### config.mk
export PLATFORM = sky130hd
export DESIGN_NAME = pipe_hazard_ctrl
export DESIGN_NICKNAME = d
export VERILOG_FILES = /design/src/rtl/pipe_ctrl_pkg.sv /design/src/rtl/load_use_detect.sv /design/src/rtl/pipe_hazard_ctrl.sv
export SDC_FILE = /design/constraint.sdc
export NUM_CORES = 1
export LEC_CHECK = 0
export CORE_MARGIN = 4
export CORE_UTILIZATION = 39
export CTS_CLUSTER_DIAMETER = 100
export CTS_CLUSTER_SIZE = 25
export DETAILED_ROUTE_END_ITERATION = 12
export GPL_ROUTABILITY_DRIVEN = 0
export PLACE_DENSITY = 0.81
export SLEW_MARGIN = 20
export SYNTH_ARGS = -nofsm -noshare
export SYNTH_HDL_FRONTEND = slang
export SYNTH_SLANG_ARGS = --single-unit
### constraint.sdc
create_clock -name clk -period 2.05 [get_ports clk]
set_clock_uncertainty 0.05 [all_clocks]
set_input_delay 0.41 -clock clk [delete_from_list [all_inputs] [get_ports clk]]
set_output_delay 0.41 -clock clk [all_outputs]
set_load 0.02 [all_outputs]
### src/rtl/pipe_ctrl_pkg.sv
// Shared types for the pipeline sequencing controller: FSM state encoding,
// the per-cycle stage-register control bundle and a few canned bundles.
package pipe_ctrl_pkg;

    // Default register-address width (32 architectural registers).
    localparam int REG_AW_DEFAULT = 5;

    // RUN     : normal issue, hazards resolved combinationally.
    // MC_WAIT : EX is held while a multi-cycle op finishes.
    // MC_DONE : the multi-cycle result is final this cycle.
    typedef enum logic [1:0] {
        RUN     = 2'd0,
        MC_WAIT = 2'd1,
        MC_DONE = 2'd2
    } state_t;

    // Controls for the PC and the IF/ID, ID/EX stage registers.
    typedef struct packed {
        logic pc_we;
        logic if_id_we;
        logic if_id_flush;
        logic id_ex_we;
        logic id_ex_bubble;
    } ctrl_t;

    // Everything frozen: used in reset and while EX is held.
    localparam ctrl_t CTRL_HOLD = '{
        pc_we: 1'b0, if_id_we: 1'b0, if_id_flush: 1'b0,
        id_ex_we: 1'b0, id_ex_bubble: 1'b0
    };

    // Normal flow: every stage advances.
    localparam ctrl_t CTRL_FLOW = '{
        pc_we: 1'b1, if_id_we: 1'b1, if_id_flush: 1'b0,
        id_ex_we: 1'b1, id_ex_bubble: 1'b0
    };

    // Redirect: PC takes the new target, the wrong-path instructions in
    // IF/ID and ID/EX are squashed into bubbles.
    localparam ctrl_t CTRL_REDIRECT = '{
        pc_we: 1'b1, if_id_we: 1'b1, if_id_flush: 1'b1,
        id_ex_we: 1'b1, id_ex_bubble: 1'b1
    };

    // Load-use: PC and IF/ID hold the consumer, ID/EX takes one bubble.
    localparam ctrl_t CTRL_LOAD_USE = '{
        pc_we: 1'b0, if_id_we: 1'b0, if_id_flush: 1'b0,
        id_ex_we: 1'b1, id_ex_bubble: 1'b1
    };

    // Priority resolution shared by RUN and MC_DONE: redirect beats
    // load-use, which beats normal flow. Multi-cycle entry is handled by
    // the caller because only RUN may start a new multi-cycle op.
    function automatic ctrl_t resolve_ctrl(input logic redirect, input logic lu);
        ctrl_t c;
        if (redirect) begin
            c = CTRL_REDIRECT;
        end else if (lu) begin
            c = CTRL_LOAD_USE;
        end else begin
            c = CTRL_FLOW;
        end
        return c;
    endfunction

endpackage

### src/rtl/load_use_detect.sv
// Combinational load-use comparator: flags a decode-stage instruction that
// reads the destination of a load currently in EX. Register 0 is hardwired
// and never creates a dependency.
module load_use_detect
    import pipe_ctrl_pkg::*;
#(
    parameter int REG_AW = REG_AW_DEFAULT
) (
    input  logic              i_id_valid,
    input  logic [REG_AW-1:0] i_id_rs_a,
    input  logic [REG_AW-1:0] i_id_rs_b,
    input  logic              i_id_uses_a,
    input  logic              i_id_uses_b,
    input  logic              i_ex_valid,
    input  logic              i_ex_is_load,
    input  logic [REG_AW-1:0] i_ex_rd,
    output logic              o_lu
);

    logic w_load_in_ex;
    logic w_match_a;
    logic w_match_b;

    // Hazard exists only for a real load in EX writing a real register,
    // consumed by a real instruction in ID through an operand it reads.
    always_comb begin
        w_load_in_ex = i_ex_valid && i_ex_is_load && (i_ex_rd != '0);
        w_match_a    = i_id_uses_a && (i_id_rs_a == i_ex_rd);
        w_match_b    = i_id_uses_b && (i_id_rs_b == i_ex_rd);
        o_lu         = i_id_valid && w_load_in_ex && (w_match_a || w_match_b);
    end

endmodule

### src/rtl/pipe_hazard_ctrl.sv
// Pipeline sequencing controller for the PC, IF/ID and ID/EX registers.
// Resolves redirects, multi-cycle EX holds and load-use hazards into
// per-cycle write-enable / flush / bubble controls, and counts stall cycles.
// State is registered; all controls are combinational from state and inputs.
module pipe_hazard_ctrl
    import pipe_ctrl_pkg::*;
#(
    parameter int REG_AW     = REG_AW_DEFAULT,
    parameter int MC_LATENCY = 4,
    parameter int CNT_W      = 16
) (
    input  logic              clk,
    input  logic              rst,
    input  logic              id_valid,
    input  logic [REG_AW-1:0] id_rs_a,
    input  logic [REG_AW-1:0] id_rs_b,
    input  logic              id_uses_a,
    input  logic              id_uses_b,
    input  logic              ex_valid,
    input  logic              ex_is_load,
    input  logic [REG_AW-1:0] ex_rd,
    input  logic              ex_multicycle,
    input  logic              ex_ret_enable,
    output logic              pc_we,
    output logic              if_id_we,
    output logic              if_id_flush,
    output logic              id_ex_we,
    output logic              id_ex_bubble,
    output logic              ex_mc_done,
    output logic              busy,
    output logic [CNT_W-1:0]  stall_count,
    output state_t            dbg_state
);

    // A multi-cycle op occupies the detect cycle plus MC_LATENCY-1 wait
    // cycles, so a latency below 2 would leave no wait phase at all.
    if (MC_LATENCY < 2) begin : g_bad_latency
        $error("pipe_hazard_ctrl: MC_LATENCY must be 2 or more");
    end

    // Counter holds the remaining wait cycles, at most MC_LATENCY-1.
    localparam int MC_CW = (MC_LATENCY < 2) ? 1 : $clog2(MC_LATENCY);
    localparam logic [MC_CW-1:0] MC_LOAD = MC_CW'(MC_LATENCY - 1);
    localparam logic [MC_CW-1:0] MC_ONE  = MC_CW'(1);

    state_t           r_state;
    state_t           w_next_state;
    logic [MC_CW-1:0] r_mc_cnt;
    logic [MC_CW-1:0] w_mc_cnt_next;
    logic [CNT_W-1:0] r_stall_cnt;
    ctrl_t            w_ctrl;
    logic             w_lu;
    logic             w_redirect;
    logic             w_mc_start;
    logic             w_mc_done;
    logic             w_busy;

    load_use_detect #(
        .REG_AW (REG_AW)
    ) u_load_use_detect (
        .i_id_valid   (id_valid),
        .i_id_rs_a    (id_rs_a),
        .i_id_rs_b    (id_rs_b),
        .i_id_uses_a  (id_uses_a),
        .i_id_uses_b  (id_uses_b),
        .i_ex_valid   (ex_valid),
        .i_ex_is_load (ex_is_load),
        .i_ex_rd      (ex_rd),
        .o_lu         (w_lu)
    );

    // EX-originated requests; a bubble in EX (ex_valid=0) requests nothing.
    always_comb begin
        w_redirect = ex_valid && ex_ret_enable;
        w_mc_start = ex_valid && ex_multicycle;
    end

    // Next-state and control decode; reset forces every control low.
    always_comb begin
        w_next_state  = r_state;
        w_mc_cnt_next = r_mc_cnt;
        w_ctrl        = CTRL_HOLD;
        w_mc_done     = 1'b0;
        w_busy        = 1'b0;

        if (rst) begin
            w_next_state  = RUN;
            w_mc_cnt_next = '0;
        end else begin
            case (r_state)
                RUN: begin
                    if (w_redirect) begin
                        w_ctrl = CTRL_REDIRECT;
                    end else if (w_mc_start) begin
                        // Detect cycle counts as the first stalled cycle.
                        w_ctrl        = CTRL_HOLD;
                        w_mc_cnt_next = MC_LOAD;
                        w_next_state  = MC_WAIT;
                    end else begin
                        w_ctrl = resolve_ctrl(1'b0, w_lu);
                    end
                end

                MC_WAIT: begin
                    // EX is busy; decode-side inputs cannot change anything.
                    w_ctrl        = CTRL_HOLD;
                    w_busy        = 1'b1;
                    w_mc_cnt_next = r_mc_cnt - MC_ONE;
                    if (r_mc_cnt == MC_ONE) begin
                        w_next_state = MC_DONE;
                    end
                end

                MC_DONE: begin
                    // The held op may still present ex_multicycle; it is not
                    // re-launched. Its result releases the pipeline now.
                    w_mc_done    = 1'b1;
                    w_ctrl       = resolve_ctrl(w_redirect, w_lu);
                    w_next_state = RUN;
                end

                default: begin
                    w_next_state  = RUN;
                    w_mc_cnt_next = '0;
                end
            endcase
        end
    end

    // State and multi-cycle countdown registers.
    always_ff @(posedge clk) begin
        if (rst) begin
            r_state  <= RUN;
            r_mc_cnt <= '0;
        end else begin
            r_state  <= w_next_state;
            r_mc_cnt <= w_mc_cnt_next;
        end
    end

    // Saturating count of cycles in which the PC did not advance.
    always_ff @(posedge clk) begin
        if (rst) begin
            r_stall_cnt <= '0;
        end else if (!w_ctrl.pc_we && (r_stall_cnt != '1)) begin
            r_stall_cnt <= r_stall_cnt + CNT_W'(1);
        end
    end

    // Drive the outputs from the decoded control bundle.
    always_comb begin
        pc_we        = w_ctrl.pc_we;
        if_id_we     = w_ctrl.if_id_we;
        if_id_flush  = w_ctrl.if_id_flush;
        id_ex_we     = w_ctrl.id_ex_we;
        id_ex_bubble = w_ctrl.id_ex_bubble;
        ex_mc_done   = w_mc_done;
        busy         = w_busy;
        stall_count  = r_stall_cnt;
        dbg_state    = r_state;
    end

endmodule
==> impl_metrics.tcl, run 1 <==
set metrics [dict create \
    clk_latency_ns 0.31 \
    max_slew.worst_pin.slew_ns 0.341 \
    ys_seq_elements 20 \
    numCtsBuffers 3 \
    yosysSeqAreaShare_pct 32.6 \
    hpwlAfterDp_um 2630 \
    drtIter0Drc 53 \
    r2r_start "stall_count[6]" \
    rsz0062_at_grt "yes" \
    clkTransAtPathRegs_ns 0.12 \
    final.setup.tns_ns -0.0636 \
    synth-main-ff-cell "dfxtp_1" \
    drv_cap 0 \
    synth_area_per_cell_sq_um 8.29 \
    fin_total_pwr_uw 860 \
    drt_pass1_iterations 4 \
    port_buffers 48 \
    grt_overflow 0 \
    grt_max_degree 30 \
    syn_nets 174 \
    h-tree-depth 1 \
    grt_pass1_wl_um 6020 \
    hold_viol 0 \
    powerDensity_nw_per_um2 456 \
    totalWireLength_um 3770 \
    setup_violations 2 \
    hold_class "reg -> reg" \
    min_period_ns 2.08 \
    antenna_left 0 \
    endpoint_kind "primary output" \
    min_delay_worst_endpoint "stall_count[5]" \
    syn2layout_area_growth_pct 53.7 \
    ys_top_cells_by_area "dfxtp_1 33%, xnor2_1 7.1%, a21oi_1 4.5%" \
    start_kind "flop" \
    worstSetupPathType "reg -> out" \
    die_y_um 64.1 \
    routedWlPerCell_um 15.0 \
    viasPerCell 5.55 \
    yosysTopAreaCell "dfxtp_1" \
    grt_pass1_vias 1303 \
    cts_tree "built" \
    yosys_warnings 0 \
    status "finished with violations" \
    setup_ws_ns -0.0323 \
    min_path_cells 2 \
    arrival_ns 1.62 \
    drv_slew 0 \
    cts_num_sinks 20 \
    vias 1394 \
    die_w_um 64.1 \
    fin_crit_sh_pct 102 \
    hold_start "stall_count[5]" \
    violations "setup timing" \
    worst-r2r-setup-slack_ns 0.09 \
    placed_cells 243 \
    r2r-end "stall_count[14]" \
    drcViolationCount 0 \
    timing.fmax_mhz 480 \
    synth-edff-count 0 \
    synthCells 148 \
    root_buffer "clkbuf_4" \
    path_max_fanout 2 \
    track_usage_pct 18.2 \
    synthTopCellsByCount "20 x dfxtp_1, 11 x a21oi_1, 10 x nand2_1, 10 x nand3_1, 10 x xnor2_1" \
    hold_buffers 0 \
    p_leak_nw 0.745 \
    yosys.cell_count.top_type "dfxtp_1" \
    ios 49 \
    place_ws_ns -0.843 \
    clock_path_buffers 2 \
    syn_area_sq_um 1230 \
    reg2reg_depth 5 \
    initial_core_util_pct 40.5 \
    n_antenna_cell 0 \
    grt_antenna_before_repair 0 \
    synth_top_area_share_pct 32.6 \
    die-area_sq_um 4110 \
    rows 20 \
    relSlewSlack_pct 77.0 \
    fp.coreArea_sq_um 3030 \
    synth_cell_type_count 41 \
    layout-drive-gt1-share_pct 28.0 \
    required_ns 1.59 \
    ir_drop_v 0.000211 \
    fin_cells 251 \
    final_net_count 234 \
    synthArstFlopShare_pct 0 \
]
## layout by cell type (no fill, tap or decap), types with 3 or more instances in the layout
master and n:
buf_2 9, nand2_1 10, nor2_1 6, nand3_1 10, inv_1 4, o311ai_0 3
nand4_1 4, and2_1 3, clkdlybuf4s50_1 18, xnor2_2 3, buf_6 5, nor3_1 4
dfxtp_1 19, xnor2_1 7, or4_1 7, o41ai_1 3, a21oi_1 10, and3_1 5
o21ai_0 3, mux2_2 3, clkbuf_4 3, clkbuf_2 8, clkdlybuf4s15_1 3, o31ai_1 7
nor2b_1 3, buf_4 12, dlygate4sd2_1 7
## where the power goes
part | switching [mW] | internal (mW)
Clock | 0.124 | 0.108
Combinational | 0.107 | 0.110
Sequential | 0.0100 | 0.400
## per-stage QoR
| step | cell area [sq um] | hold WS [ns] | util (%) |
|---|---|---|---|
| after floorplan | 1240 | 0.445 | - |
| after global routing | 1890 | 0.490 | 62.3 |
| after global placement | 1820 | 0.427 | 60.0 |
| after detailed placement | 1820 | 0.444 | 60.0 |
| final | 1890 | 0.456 | 62.3 |
| after CTS | 1920 | 0.464 | 63.3 |
## critical path, stage by stage (launching register included)
cell	delay [ns]
dfxtp_2	0.34
buf_6	0.11
or3_4	0.41
a31oi_4	0.22
buf_6	0.14
buf_6	0.11
## registers in the layout, indices dropped and copies added (netlist names)
register,flops
stall_count,16
dbg_state,2
r_mc_cnt,2
## kinds of logic after synthesis
kind of cell	Yosys count	synth area share, %
compound gates	35	19.8
xor+xnor	10	7.14
fa+ha+maj	2	2.04
buf+inv	14	5.71
flops	20	32.6
mux	4	3.57
simple gates	63	29.2
## final cells by class
cell class	count	area, sq um
fill	274	1140
multi-input combinational	114	840
timing repair buffer	64	536
clock buffer	4	36.3
tap	44	55.1
sequential	20	402
inverter	5	18.8
## timing repair
action | 4_1_cts | 5_1_grt
setup buffers | 3 | 1
endpoints found under the setup margin | 23 | 13
pin swaps | 18 | 16
gates cloned | 0 | 0
resized for setup | 82 | 21
## how the worst max path moves through the flow
stage	start	endpoint	slack, ns	cells after the start
after floorplan	ex_ret_enable	pc_we	0.002	7
after global placement	ex_rd[1]	id_ex_bubble	-0.83	7
after detailed placement	ex_rd[2]	id_ex_bubble	-0.84	7
after CTS	dbg_state[0]	if_id_we	-0.04	6
after global routing	dbg_state[0]	if_id_we	-0.1	5
final	dbg_state[0]	if_id_we	-0.03	5
## per-layer routing
layer,vias up,track usage (%),wire length (um)
met3,4,3.51,118
li1,677,-,-
met5,-,0,0
met4,0,5.80,25
met2,30,31.6,1970
met1,683,22.5,1660
Power figures use the tool's default switching activity.
==> inputs of run 2 (changes only) <==
- CORE_UTILIZATION: 39 -> 55
- DONT_BUFFER_PORTS: not set -> 1
- PLACE_DENSITY: 0.81 -> 0.78
==> impl_metrics.tcl, run 2 (same netlist as run 1, synthesis figures left out) <==
set metrics [dict create \
    status "complete, no violations" \
    max_slew.worst_pin.slew_ns 0.422 \
    rsz0062_at_grt "yes" \
    fin_crit_sh_pct 99.6 \
    die-area_sq_um 3050 \
    path_max_fanout 8 \
    fp.coreArea_sq_um 2040 \
    switching_power_uw 227 \
    min_period_ns 2.04 \
    clock_power_share_pct 37.7 \
    clock_path_buffers 2 \
    power.share.switching_pct 25.4 \
    grt_pass1_vias 1145 \
    drt_pass1_iterations 5 \
    placed_cells 189 \
    endpoint_kind "primary output" \
    p_leak_nw 0.568 \
    hold_slack_ns 0.0817 \
    layout_common_cells "24 x buf_4, 19 x dfxtp_1, 11 x a21oi_1" \
    drtIter0Drc 58 \
    h-tree-depth 1 \
    grt_pass1_wl_um 5290 \
    antenna_left 0 \
    die_w_um 55.2 \
    clk_latency_ns 0.33 \
    setup_ws_ns 0.00846 \
    hpwlAfterDp_um 2360 \
    hold_class "in -> reg" \
    routedWlPerCell_um 17.2 \
    arrival_ns 1.58 \
    required_ns 1.59 \
    hold_viol 0 \
    syn2layout_area_growth_pct 22.5 \
    layout-drive-gt1-share_pct 25.0 \
    setup_violations 0 \
    rows 16 \
    final_net_count 195 \
    root_buffer "clkbuf_4" \
    grt_antenna_before_repair 0 \
    totalWireLength_um 3360 \
    p_int_uw 666 \
    relSlewSlack_pct 71.5 \
    timing.fmax_mhz 490 \
    worstPathCellList "inv_4 > a21oi_2 > or3_4 > a31oi_4 > buf_12" \
    worstSetupPathType "reg -> out" \
    vias 1260 \
    start_kind "flop" \
    drv_cap 0 \
    drcViolationCount 0 \
    cts_num_sinks 20 \
    clkTransAtPathRegs_ns 0.13 \
    port_buffers 0 \
    ios 49 \
    fill_cells 153 \
    path_delay_family "flip-flops" \
    final_common_cell "buf_4" \
    fin_total_pwr_uw 893 \
    initial_core_util_pct 60.1 \
    ir_drop_v 0.000553 \
    viasPerCell 6.46 \
    max_stage_delay_ns 0.38 \
    hold_buffers 0 \
    n_antenna_cell 0 \
    grt_max_degree 26 \
    grt_overflow 0 \
    cpMaxStageDelayCell "dfxtp_4" \
    powerDensity_nw_per_um2 594 \
    fin_cells 195 \
    track_usage_pct 21.0 \
    largest_register_ffs 16 \
    cp.buffers_inverters 2 \
    power_frac_comb_pct 16.7 \
    seq_power_share_pct 45.6 \
    cts_tree "built" \
    place_ws_ns -0.0541 \
    drv_slew 0 \
    numCtsBuffers 3 \
    die_y_um 55.2 \
]
-- run 2: path summary, 6_finish.rpt --
path / start / endpoint / slack [ns] / depth (start not counted)
setup / recovery: dbg_state[0] / if_id_we / 0.008 / 5
hold / removal: rst / stall_count[1] / 0.08 / 1
setup reg to reg: dbg_state[0] / stall_count[9] / 0.12 / 8
hold reg to reg: r_mc_cnt[0] / r_mc_cnt[0] / 0.50 / 2
-- run 2: area by class of cell --
type / instances / area [sq um] / area share [%]
Multi-Input combinational cell: 114 / 792 / 52.7
Sequential cell: 20 / 404 / 26.9
Timing Repair Buffer: 25 / 200 / 13.3
Tap cell: 27 / 33.8 / 2.25
Clock inverter: 1 / 30.0 / 2.00
Clock buffer: 3 / 22.5 / 1.50
Inverter: 5 / 21.3 / 1.41
-- run 2: metal layers --
metal | up-vias | share of wire [%] | global-route usage (%)
met3 | 9 | 11 | 7.69
met1 | 580 | 37 | 25.4
met4 | 0 | 1.9 | 9.03
met2 | 76 | 50 | 33.3
li1 | 595 | - | -
met5 | - | 0 | 0
-- run 2: power by group through the flow --
stage	Combinational, mW	Sequential, mW	Clock [mW]
global route	0.164	0.409	0.352
detailed placement	0.139	0.416	0
global placement	0.135	0.415	0
floorplan	0.0948	0.426	0
finish	0.149	0.407	0.337
CTS	0.145	0.408	0.333
-- run 2: metrics by stage --
step,util [%],TNS (ns),instance area [sq um]
finish,73.7,0,1500
global route,73.7,-0.0772,1500
CTS,72.6,0,1480
detailed placement,69.4,-0.248,1420
global placement,69.4,0,1420
floorplan,-,0,1240
-- run 2: worst register-to-register path: stages (launching register included) --
cell	delay, ns
dfxtp_4	0.40
inv_4	0.05
a21oi_2	0.16
or3_4	0.16
a31oi_4	0.05
buf_4	0.18
buf_4	0.17
or4_1	0.50
a21oi_1	0.16
-- run 2: what timing repair did --
| item | in CTS | in global routing |
|---|---|---|
| endpoints found under the setup margin | 2 | 5 |
| buffers inserted | 1 | 1 |
| gates resized for setup | 1 | 3 |
| pin swaps | 0 | 2 |
| hold endpoints to repair | 0 | 0 |
==> inputs of run 3 (changes only) <==
- SLEW_MARGIN: 20 -> not set
==> results of run 3 <==
Same layout as run 2: the final DEF is identical, and so are final timing and power.
